<file path="src/rtl/instr_sequencer.sv">
// instr_sequencer: Moore control FSM for a 16-bit register/ALU datapath.
// Holds the instruction register and drives registered, one-cycle datapath strobes.
module instr_sequencer (
    input  logic        clk,
    input  logic        reset,
    input  logic        s,
    input  logic        load,
    input  logic [15:0] in,
    output logic        w,
    output logic [2:0]  readnum,
    output logic [2:0]  writenum,
    output logic        write,
    output logic        loada,
    output logic        loadb,
    output logic        loadc,
    output logic        loads,
    output logic        asel,
    output logic [1:0]  vsel,
    output logic [1:0]  shift,
    output logic [1:0]  ALUop,
    output logic [15:0] sximm8,
    output logic [15:0] sximm5
);

    typedef enum logic [2:0] {
        S_WAIT,
        S_DECODE,
        S_GET_A,
        S_GET_B,
        S_ALU,
        S_WRITE_REG,
        S_WRITE_IMM
    } state_e;

    typedef enum logic [2:0] {
        I_MOV_IMM,
        I_MOV_REG,
        I_MVN,
        I_ADD,
        I_AND,
        I_CMP,
        I_NONE
    } instr_e;

    localparam logic [1:0] VSEL_C    = 2'b00;
    localparam logic [1:0] VSEL_IMM8 = 2'b10;

    state_e      state_q;
    logic [15:0] ir_q;
    instr_e      kind;

    logic [2:0]  readnum_q;
    logic [2:0]  writenum_q;
    logic        write_q;
    logic        loada_q;
    logic        loadb_q;
    logic        loadc_q;
    logic        loads_q;
    logic        asel_q;
    logic [1:0]  vsel_q;
    logic [1:0]  shift_q;
    logic [1:0]  aluop_q;

    logic [2:0]  rn;
    logic [2:0]  rd;
    logic [2:0]  rm;
    logic [1:0]  sh;
    logic [1:0]  op;

    assign op = ir_q[12:11];
    assign rn = ir_q[10:8];
    assign rd = ir_q[7:5];
    assign sh = ir_q[4:3];
    assign rm = ir_q[2:0];

    // NOTE: every variable written in always_comb gets a default first so no latch is inferred.
    always_comb begin
        kind = I_NONE;
        case ({ir_q[15:13], ir_q[12:11]})
            5'b110_10: kind = I_MOV_IMM;
            5'b110_00: kind = I_MOV_REG;
            5'b101_11: kind = I_MVN;
            5'b101_00: kind = I_ADD;
            5'b101_10: kind = I_AND;
            5'b101_01: kind = I_CMP;
            default:   kind = I_NONE;
        endcase
    end

    // Outputs are registered alongside the state: each arm loads the values for the state it enters.
    // NOTE: sequential state uses non-blocking assignments so every register samples pre-edge values.
    always_ff @(posedge clk or negedge reset) begin
        if (!reset) begin
            state_q    <= S_WAIT;
            ir_q       <= '0;
            readnum_q  <= '0;
            writenum_q <= '0;
            write_q    <= 1'b0;
            loada_q    <= 1'b0;
            loadb_q    <= 1'b0;
            loadc_q    <= 1'b0;
            loads_q    <= 1'b0;
            asel_q     <= 1'b0;
            vsel_q     <= '0;
            shift_q    <= '0;
            aluop_q    <= '0;
        end else begin
            readnum_q  <= '0;
            writenum_q <= '0;
            write_q    <= 1'b0;
            loada_q    <= 1'b0;
            loadb_q    <= 1'b0;
            loadc_q    <= 1'b0;
            loads_q    <= 1'b0;
            asel_q     <= 1'b0;
            vsel_q     <= '0;
            shift_q    <= '0;
            aluop_q    <= '0;

            case (state_q)
                S_WAIT: begin
                    if (load) begin
                        ir_q <= in;
                    end
                    if (s) begin
                        state_q <= S_DECODE;
                    end
                end

                S_DECODE: begin
                    case (kind)
                        I_MOV_IMM: begin
                            state_q    <= S_WRITE_IMM;
                            write_q    <= 1'b1;
                            writenum_q <= rn;
                            vsel_q     <= VSEL_IMM8;
                        end
                        I_MOV_REG, I_MVN: begin
                            state_q   <= S_GET_B;
                            loadb_q   <= 1'b1;
                            readnum_q <= rm;
                        end
                        I_ADD, I_AND, I_CMP: begin
                            state_q   <= S_GET_A;
                            loada_q   <= 1'b1;
                            readnum_q <= rn;
                        end
                        default: state_q <= S_WAIT;
                    endcase
                end

                S_GET_A: begin
                    state_q   <= S_GET_B;
                    loadb_q   <= 1'b1;
                    readnum_q <= rm;
                end

                S_GET_B: begin
                    state_q <= S_ALU;
                    shift_q <= sh;
                    if (kind == I_MOV_REG) begin
                        aluop_q <= 2'b00;
                        asel_q  <= 1'b1;
                    end else begin
                        aluop_q <= op;
                    end
                    // CMP only updates status; its result never reaches C.
                    if (kind == I_CMP) begin
                        loads_q <= 1'b1;
                    end else begin
                        loadc_q <= 1'b1;
                    end
                end

                S_ALU: begin
                    if (kind == I_CMP) begin
                        state_q <= S_WAIT;
                    end else begin
                        state_q    <= S_WRITE_REG;
                        write_q    <= 1'b1;
                        writenum_q <= rd;
                        vsel_q     <= VSEL_C;
                    end
                end

                S_WRITE_REG, S_WRITE_IMM: state_q <= S_WAIT;

                default: state_q <= S_WAIT;
            endcase
        end
    end

    assign w        = (state_q == S_WAIT);
    assign readnum  = readnum_q;
    assign writenum = writenum_q;
    assign write    = write_q;
    assign loada    = loada_q;
    assign loadb    = loadb_q;
    assign loadc    = loadc_q;
    assign loads    = loads_q;
    assign asel     = asel_q;
    assign vsel     = vsel_q;
    assign shift    = shift_q;
    assign ALUop    = aluop_q;
    assign sximm8   = {{8{ir_q[7]}}, ir_q[7:0]};
    assign sximm5   = {{11{ir_q[4]}}, ir_q[4:0]};

endmodule

</file>
<file path="config.mk">
export PLATFORM = sky130hd
export DESIGN_NAME = instr_sequencer
export DESIGN_NICKNAME = d
export VERILOG_FILES = /design/src/rtl/instr_sequencer.sv
export SDC_FILE = /design/constraint.sdc
export NUM_CORES = 1
export LEC_CHECK = 0
export ABC_CLOCK_PERIOD_IN_PS = 1800
export BUFFER_PORTS_ARGS = -buffer_cell sky130_fd_sc_hd__buf_2
export CORE_ASPECT_RATIO = 0.6
export CORE_MARGIN = 10
export CORE_UTILIZATION = 47
export DETAILED_ROUTE_END_ITERATION = 6
export PLACE_DENSITY = 0.85
export SYNTH_ARGS = -nofsm -noshare
export SYNTH_HDL_FRONTEND = slang
export SYNTH_SLANG_ARGS = --single-unit
</file>
<file path="constraint.sdc">
create_clock -name clk -period 1.8 [get_ports clk]
set_input_delay 0.09 -clock clk [delete_from_list [all_inputs] [get_ports clk]]
set_output_delay 0.09 -clock clk [all_outputs]
set_load 0.005 [all_outputs]
</file>
==> flow_summary.yaml, run 1 <==
run_status:
  status: "completed"
logic_synthesis:
  ys_ff_latch: 36
  syn-cell-area_mm2: 0.00171
  synthArstFlopShare_pct: 100
  ys_types: 34
  synth_edf_count: 0
  yosys_warnings: 0
  syn_inst: 141
  synth.avg_cell_area_um2: 12.1
  synth_nets: 161
  seq_area_frac_synth_pct: 52.8
  ys.flop_type: "dfrtp_1"
route:
  ant_nets: 0
  via_count: 1097
  wl_um: 3700
  wl_per_cell_um: 16.3
  drc: 0
  drt-initial-drc-count: 51
  drt-vias-per-instance: 4.83
  drt-pass1-iter-count: 4
timing:
  rsz0062_at_grt: "no"
  max-slew-margin-rel_pct: 48.1
  period_share_pct: 87.6
  finClkSkew_ns: 0.00227
  finalHoldViolations: 0
  tns_ns: 0
  period_needed_ns: 1.58
  final-setup-viol-count: 0
  worstMarginPinSlew_ns: 0.779
  max_freq_mhz: 634
  slew_viol_final: 0
cts:
  path_clk_slew_ns: 0.07
  cts.repair.resized: 0
  clockBufferDepth: 2
  root_buffer: "clkbuf_8"
  h-tree-depth: 2
  clock_latency_ns: 0.28
  cts.sinks: 36
  numCtsBuffers: 5
  cts_tree: "built"
pwr:
  combPwrFrac_pct: 36.4
  power_density_mw_per_mm2: 1610
  p_leak_uw: 0.00101
  switchingPower_uw: 1110
  p_seq_share_pct: 44.7
  p_int_uw: 2000
  vdd_drop_max_uv: 888
  clockPowerShare_pct: 19.0
  p_sw_share_pct: 35.6
min_path:
  hold_end: "ir_q[0]"
  hold_depth: 2
  hp-class: "input pin to flip-flop"
  min_from: "in[0]"
global_route:
  grt_max_degree: 37
  antenna_found_initial: 0
  grt_use_met3_pct: 5.05
  grt_pass1_wl_um: 5950
  met1_usage_pct: 13.8
  grt_use_met2_pct: 18.1
  grt_pass1_vias: 1183
  grt_overflow: 0
  track_usage_pct: 11.4
  top_usage_layer: "met2"
floorplan:
  num_io_pins: 71
  dieArea_mm2: 0.00652
  die_x_um: 97.8
  rows: 16
  initial_core_util_pct: 50.7
  core_area_mm2: 0.00336
  dieHeight_um: 66.7
cells_and_area:
  drive_gt1_share_pct: 45.6
  antenna_cells: 0
  synthToLayoutAreaGrowth_pct: 13.1
  fin_nets: 201
  utilization_pct: 57.4
  fillers: 294
placed_design:
  gp_congestion: 0.850
  port_buffers: 69
  dp_hpwl_um: 2940
critical_path:
  cp-start-kind: "flip-flop"
  r2r-start: "ir_q[14]"
  crit_arrival_ns: 1.74
  cp.required_ns: 1.96
  r2r_setup_slack_ns: 0.22
  regToRegEndpoint: "state_q[2]"
  crit_type: "flip-flop to flip-flop"
  reg2regPathDepth: 4
  crit_fanout: 6
  critPathCaptureType: "flip-flop"
job:
  maxCapViolations: 0
## worst max-delay path, stage by stage, from the launching register on
cell and delay, ns:
dfrtp_1 0.39, and2b_1 0.28, nand3_1 0.13, and3_1 0.28, or3_4 0.38
## placed cells by master (no fill, tap or decap), types with 2 or more instances in the layout
master,count
nand2_1,5
clkbuf_8,6
buf_2,69
and3_1,3
and2_1,5
o21ai_0,2
dfrtp_1,36
nor3b_1,2
o21ai_1,4
mux2_1,16
buf_4,2
nor2_1,2
nand3_1,2
a22oi_1,3
a22o_1,3
## how the worst max path moves through the flow
stage                           from    endpoint  slack (ns)  cells after the start
after floorplan           state_q[1]    ir_q[10]        0.25                      6
after global placement      ir_q[14]  state_q[2]        0.32                      4
after detailed placement    ir_q[14]  state_q[2]        0.26                      4
after CTS                   ir_q[14]  state_q[2]        0.24                      4
after global routing      state_q[2]    ir_q[15]        0.16                      4
final                       ir_q[14]  state_q[2]        0.22                      4
## timing repair
action / CTS / global route
setup buffers: 0 / 0
endpoints found under the setup margin: 0 / 0
hold buffers: 1 / 0
endpoints found under the hold margin: 36 / 0
## layout make-up
class | instances | area (um^2) | area share (%)
Inverter | 1 | 3.75 | 0.194
Tap cell | 45 | 56.3 | 2.92
Sequential cell | 36 | 901 | 46.7
Clock inverter | 1 | 7.51 | 0.389
Clock buffer | 7 | 86.3 | 4.47
Timing Repair Buffer | 72 | 370 | 19.2
Multi-Input combinational cell | 65 | 505 | 26.2
## Yosys cell counts, types with 2 or more instances
master | instances | share of area, %
dfrtp_1 | 36 | 53
buf_4 | 33 | 15
mux2_1 | 16 | 11
and2_1 | 5 | 1.8
nand2_1 | 5 | 1.1
o21ai_1 | 4 | 1.2
a22o_1 | 3 | 1.5
a22oi_1 | 3 | 1.3
and3_1 | 3 | 1.1
buf_2 | 3 | 0.88
buf_6 | 3 | 2.0
nand3_1 | 2 | 0.59
nor2_1 | 2 | 0.44
nor3b_1 | 2 | 0.88
o21ai_0 | 2 | 0.59
## per-stage QoR
stage	instances	total power [uW]	cell area (um^2)	setup WS [ns]	hold slack, ns
finish	227	3110	1930	0.224	0.0188
global route	227	3340	1930	0.164	0.0157
CTS	227	3160	1930	0.241	0.0119
detailed placement	218	2560	1830	0.258	0.214
global placement	218	2520	1830	0.316	0.201
floorplan	141	2400	1710	0.249	-0.206
## power by group through the flow
stage / Clock, uW / Combinational [uW] / Sequential [uW]
6_report: 590 / 1130 / 1390
5_1_grt: 643 / 1250 / 1450
4_1_cts: 605 / 1160 / 1390
3_5_place_dp: 0 / 1160 / 1400
3_3_place_gp: 0 / 1130 / 1390
2_1_floorplan: 0 / 1070 / 1320
## layer usage
layer | vias to the layer above | share of wire, %
met5 | - | 0
met4 | 0 | 0.38
met3 | 2 | 8.5
met2 | 44 | 49
met1 | 526 | 42
li1 | 525 | -
## flip-flops by register name, indices dropped and copies added (netlist names)
name / cells
shift: 2
loads: 1
asel: 1
loadc: 1
ir_q: 16
loada: 1
vsel: 1
writenum: 3
write: 1
readnum: 3
loadb: 1
ALUop: 2
state_q: 3
## logic make-up (layout without fill, tap and decap cells)
group / after synthesis / count (layout) / synth area share [%]
other: 1 / 1 / 0.220
muxes: 16 / 16 / 10.6
DFF: 36 / 36 / 52.8
AOI/OAI and AO/OA: 16 / 16 / 6.23
and+or+nand+nor: 32 / 32 / 12.6
buffers and inverters: 40 / 81 / 17.6
(Power assumes the default switching activity.)
==> inputs of run 2 (changes only) <==
--- a/config.mk
+++ b/config.mk
@@ -9,9 +9,10 @@
 export BUFFER_PORTS_ARGS = -buffer_cell sky130_fd_sc_hd__buf_2
 export CORE_ASPECT_RATIO = 0.6
 export CORE_MARGIN = 10
-export CORE_UTILIZATION = 47
+export CORE_UTILIZATION = 49
+export CTS_BUF_LIST = sky130_fd_sc_hd__clkbuf_8
 export DETAILED_ROUTE_END_ITERATION = 6
-export PLACE_DENSITY = 0.85
+export PLACE_DENSITY = 0.87
 export SYNTH_ARGS = -nofsm -noshare
 export SYNTH_HDL_FRONTEND = slang
 export SYNTH_SLANG_ARGS = --single-unit
==> flow_summary.yaml, run 2 (synthesis gave the netlist of run 1 again) <==
timing:
  final-setup-viol-count: 0
  finClkSkew_ns: 0.00394
  slew_viol_final: 0
  rsz0062_at_grt: "no"
  max_freq_mhz: 660
  worstMarginPinSlew_ns: 0.766
  finalHoldViolations: 0
  period_needed_ns: 1.52
  max-slew-margin-rel_pct: 48.9
  period_share_pct: 84.2
  tns_ns: 0
cts:
  root_buffer: "clkbuf_8"
  path_clk_slew_ns: 0.07
  cts_tree: "built"
  clockBufferDepth: 2
  clock_latency_ns: 0.28
  cts.repair.resized: 0
  numCtsBuffers: 5
  cts.sinks: 36
  h-tree-depth: 2
pwr:
  p_int_uw: 2000
  power_density_mw_per_mm2: 1600
  clockPowerShare_pct: 18.5
  vdd_drop_max_uv: 947
  combPwrFrac_pct: 36.8
  p_sw_share_pct: 35.2
  p_leak_uw: 0.00102
  power.total_uw: 3090
  switchingPower_uw: 1090
  p_seq_share_pct: 44.7
job:
  maxCapViolations: 0
global_route:
  grt_pass1_vias: 1092
  antenna_found_initial: 0
  track_usage_pct: 11.8
  grt_pass1_wl_um: 5750
  grt_max_degree: 37
  grt_overflow: 0
critical_path:
  cp-start-kind: "flip-flop"
  crit_fanout: 16
  critPathCaptureType: "flip-flop"
  crit_arrival_ns: 1.68
  r2r_setup_slack_ns: 0.28
  crit_type: "flip-flop to flip-flop"
  r2r-start: "state_q[2]"
  cp.required_ns: 1.97
  reg2regPathDepth: 4
  regToRegEndpoint: "ir_q[10]"
floorplan:
  dieArea_mm2: 0.00632
  initial_core_util_pct: 51.7
  core_area_mm2: 0.00330
  num_io_pins: 71
  rows: 16
  die_x_um: 96.2
  dieHeight_um: 65.7
cells_and_area:
  synthToLayoutAreaGrowth_pct: 13.4
  largest-register: "ir_q"
  drive_gt1_share_pct: 45.3
  largest_register_ffs: 16
  fin_nets: 200
  mostFrequentLayoutCells: "buf_2 (69), dfrtp_1 (36), mux2_1 (16), clkbuf_8 (6)"
  antenna_cells: 0
  final_common_cell: "buf_2"
route:
  wl_um: 3660
  wl_per_cell_um: 16.2
  drt-initial-drc-count: 33
  drt-pass1-iter-count: 4
  via_count: 1064
  ant_nets: 0
  drc: 0
  drt-vias-per-instance: 4.71
min_path:
  min_from: "in[8]"
  hold_depth: 2
  hp-class: "input pin to flip-flop"
  hold_end: "ir_q[8]"
run_status:
  status: "completed"
placed_design:
  port_buffers: 69
  gp_congestion: 0.835
-- run 2: cell types whose count changed in the layout (fill, tap and decap cells not counted) --
cell	delta
clkbuf_1	-1
buf_4	-2
inv_1	+1
buf_12	+1
-- run 2: worst max-delay path, cell delays in order (launching register included) --
cell	delay, ns
dfrtp_1	0.45
nor3_2	0.25
and2_1	0.20
buf_12	0.16
mux2_1	0.33
-- run 2: area by class of cell --
type / instances / area (um^2)
Tap cell: 45 / 56.3
Inverter: 1 / 3.75
Sequential cell: 36 / 901
Fill cell: 292 / 1370
Clock buffer: 6 / 82.6
Multi-Input combinational cell: 65 / 505
Timing Repair Buffer: 71 / 375
Clock inverter: 2 / 11.3
-- run 2: worst max-delay path by stage --
stage	start	to	slack [ns]
2_1_floorplan	state_q[1]	ir_q[10]	0.25
3_3_place_gp	ir_q[14]	state_q[2]	0.34
3_5_place_dp	ir_q[14]	state_q[2]	0.30
4_1_cts	state_q[2]	ir_q[15]	0.27
5_1_grt	ir_q[14]	state_q[2]	0.21
6_report	state_q[2]	ir_q[10]	0.28
-- run 2: metrics by stage --
| step | worst slack (ns) | instances | utilization, % | hold WS (ns) | cell area [um^2] |
|---|---|---|---|---|---|
| after floorplan | 0.249 | 141 | - | -0.206 | 1710 |
| after global placement | 0.344 | 217 | 55.5 | 0.199 | 1830 |
| after detailed placement | 0.302 | 217 | 55.5 | 0.206 | 1830 |
| after CTS | 0.270 | 226 | 58.6 | 0.0109 | 1940 |
| after global routing | 0.207 | 226 | 58.6 | 0.0125 | 1940 |
| final | 0.284 | 226 | 58.6 | 0.0166 | 1940 |
-- run 2: per-layer routing --
| metal | global-route usage, % | part of all wire [%] | vias to the layer above |
|---|---|---|---|
| met5 | 0 | 0 | - |
| met4 | 3.30 | 0.79 | 0 |
| met3 | 6.24 | 9.6 | 5 |
| met2 | 17.3 | 45 | 39 |
| met1 | 14.8 | 45 | 500 |
| li1 | - | - | 520 |
-- run 2: what timing repair did --
| action | in CTS | in global routing |
|---|---|---|
| setup endpoints to repair | 0 | 0 |
| hold buffers | 1 | 0 |
| setup buffers | 0 | 0 |
| endpoints found under the hold margin | 36 | 0 |
-- run 2: power groups by stage --
| stage | logic, uW | registers (uW) | clock network (uW) |
|---|---|---|---|
| after global placement | 1130 | 1390 | 0 |
| after global routing | 1260 | 1440 | 628 |
| final | 1140 | 1380 | 573 |
| after floorplan | 1070 | 1320 | 0 |
| after CTS | 1180 | 1390 | 589 |
| after detailed placement | 1160 | 1400 | 0 |
==> inputs of run 3 (changes only) <==
--- a/config.mk
+++ b/config.mk
@@ -5,7 +5,8 @@
 export SDC_FILE = /design/constraint.sdc
 export NUM_CORES = 1
 export LEC_CHECK = 0
-export ABC_CLOCK_PERIOD_IN_PS = 1800
+export ABC_AREA = 1
+export ABC_CLOCK_PERIOD_IN_PS = 1400
 export BUFFER_PORTS_ARGS = -buffer_cell sky130_fd_sc_hd__buf_2
 export CORE_ASPECT_RATIO = 0.6
 export CORE_MARGIN = 10
==> constraint.sdc (replaced) <==
create_clock -name clk -period 1.4 [get_ports clk]
set_input_delay 0.07 -clock clk [delete_from_list [all_inputs] [get_ports clk]]
set_output_delay 0.07 -clock clk [all_outputs]
set_load 0.005 [all_outputs]
==> flow_summary.yaml, run 3 <==
pwr:
  vdd_drop_max_uv: 895
  power.total_uw: 3880
  p_leak_uw: 0.00118
  power_density_mw_per_mm2: 1980
cts:
  root_buffer: "clkbuf_8"
  clock_latency_ns: 0.29
  cts.sinks: 36
  h-tree-depth: 2
  cts_tree: "built"
  numCtsBuffers: 5
  path_clk_slew_ns: 0.06
  clockBufferDepth: 2
timing:
  period_share_pct: 95.0
  period_needed_ns: 1.33
  max-slew-margin-rel_pct: 64.7
  rsz0062_at_grt: "no"
  max_freq_mhz: 752
  finalHoldViolations: 0
  worst_slack_ns: 0.0707
  tns_ns: 0
  slew_viol_final: 0
  finClkSkew_ns: 0.00715
  worstMarginPinSlew_ns: 0.529
  final-setup-viol-count: 0
critical_path:
  worstPathCellList: "inv_2 -> nand2_2 -> inv_2 -> nand2_2 -> inv_2 -> buf_6 -> buf_2"
  crit_family: "buffers and inverters"
  cpMostUsedCell: "inv_2"
  critical_path.slowest_cell: "dfrtp_1"
  crit_fanout: 8
  crit_type: "flip-flop to output port"
  crit_arrival_ns: 1.26
  path_buf_inv: 5
  slowest_delay_ns: 0.41
  cp.required_ns: 1.33
  cp-start-kind: "flip-flop"
  critPathCaptureType: "output port"
global_route:
  grt_max_degree: 25
  grt_pass1_wl_um: 6470
  grt_overflow: 0
  track_usage_pct: 12.7
  antenna_found_initial: 0
  grt_pass1_vias: 1299
floorplan:
  num_io_pins: 71
  rows: 16
  die_x_um: 96.7
  dieArea_mm2: 0.00638
  initial_core_util_pct: 52.0
  dieHeight_um: 66
  core_area_mm2: 0.00332
min_path:
  hp-class: "input pin to flip-flop"
logic_synthesis:
  ys.flop_type: "dfrtp_1"
  synth_edf_count: 0
  seq_area_frac_synth_pct: 52.1
  synthArstFlopShare_pct: 100
  ys_types: 20
  synth-compound-area-share_pct: 3.91
  yosysTopAreaCell: "dfrtp_1"
  syn_inst: 191
  muxShareOfSynthArea_pct: 0
  synth-simple-area-share_pct: 23.8
  synth_top_area_share_pct: 52.1
  ys_top_cells_by_area: "dfrtp_1 (52%), buf_4 (15%), nand2_1 (10%)"
  synth_most_common_cell: "nand2_1"
  synth_xor_area_share_pct: 0
  synth.avg_cell_area_um2: 9.05
  synth.top_cells.by_count: "nand2_1 (48), dfrtp_1 (36), buf_4 (34), nand3_1 (18), nor2_1 (15)"
  yosys_warnings: 0
  syn-cell-area_mm2: 0.00173
  synth_top_family_by_area: "simple AND/OR/NAND/NOR gates"
  yosys.area_share.adder_pct: 0
  ys_ff_latch: 36
  synth_nets: 211
run_status:
  status: "completed"
route:
  drt-initial-drc-count: 136
  drt-vias-per-instance: 4.79
  wl_um: 4050
  drt-pass1-iter-count: 4
  drc: 0
  ant_nets: 0
  via_count: 1331
  wl_per_cell_um: 14.6
cells_and_area:
  final_common_cell: "buf_2"
  largest_register_ffs: 16
  mostFrequentLayoutCells: "buf_2 (69), nand2_1 (48), dfrtp_1 (36), nand3_1 (18), nor2_1 (15)"
  multiInputGateArea_um2: 483
  fin_nets: 255
  utilization_pct: 58.9
  synthToLayoutAreaGrowth_pct: 13.3
  fillers: 296
  instances_no_fill: 278
  regArea_um2: 901
  largest-register: "ir_q"
  antenna_cells: 0
  drive_gt1_share_pct: 42.1
placed_design:
  dp.cells: 271
  port_buffers: 69
  gp_congestion: 0.973
  pre_cts_ws_ns: 0.159
  dp_hpwl_um: 3220
job:
  maxCapViolations: 0
==> run 3: power by group <==
| group | internal (uW) | total (uW) | switching, uW |
|---|---|---|---|
| combinational | 673 | 1580 | 908 |
| clock | 320 | 636 | 317 |
| sequential | 1370 | 1670 | 299 |
==> run 3: path summary, 6_finish.rpt <==
path                            start         end  slack, ns  cells past startpoint
max                        state_q[0]           w       0.07                      7
min                             in[6]     ir_q[6]       0.01                      3
max reg2reg                  ir_q[14]  state_q[0]       0.11                      4
min reg2reg                  ir_q[10]    ir_q[10]       0.51                      2
max in group asynchronous       reset  readnum[2]       0.52                      3
min in group asynchronous       reset     ir_q[7]       0.30                      2
==> run 3: final cells by class <==
cell class	instances	share of cell area (%)
Sequential cell	36	46.0
Inverter	16	3.07
Clock buffer	5	3.51
Tap cell	45	2.88
Multi-Input combinational cell	102	24.7
Timing Repair Buffer	74	19.9
==> run 3: logic make-up (layout without fill, tap and decap cells) <==
kind of cell	count (synthesis)	in the layout
AOI/OAI and AO/OA	9	9
buffers and inverters	53	95
DFF	36	36
other	1	1
and+or+nand+nor	92	92
==> run 3: what timing repair did <==
action	4_1_cts	5_1_grt
hold endpoints to repair	23	0
setup buffers	0	1
setup endpoints to repair	0	1
hold buffers	1	0
gates resized for setup	0	1
==> run 3: metal layers <==
layer | vias up | share of wire, % | track usage (%)
li1 | 640 | - | -
met1 | 614 | 48 | 16.4
met2 | 69 | 41 | 17.8
met3 | 8 | 8.1 | 5.01
met4 | 0 | 2.3 | 7.14
met5 | - | 0 | 0
==> run 3: metrics by stage <==
step	hold slack, ns	cell area, um^2
after floorplan	-0.226	1730
after global placement	0.0602	1870
after detailed placement	0.0748	1870
after CTS	0.0101	1950
after global routing	0.0231	1960
final	0.0129	1960
==> run 3: worst reg2reg max path: stages, from the launching register on <==
cell and delay [ns]:
dfrtp_1 0.40, nor2_1 0.20, nand3_1 0.27, a21oi_1 0.22, a21oi_1 0.08
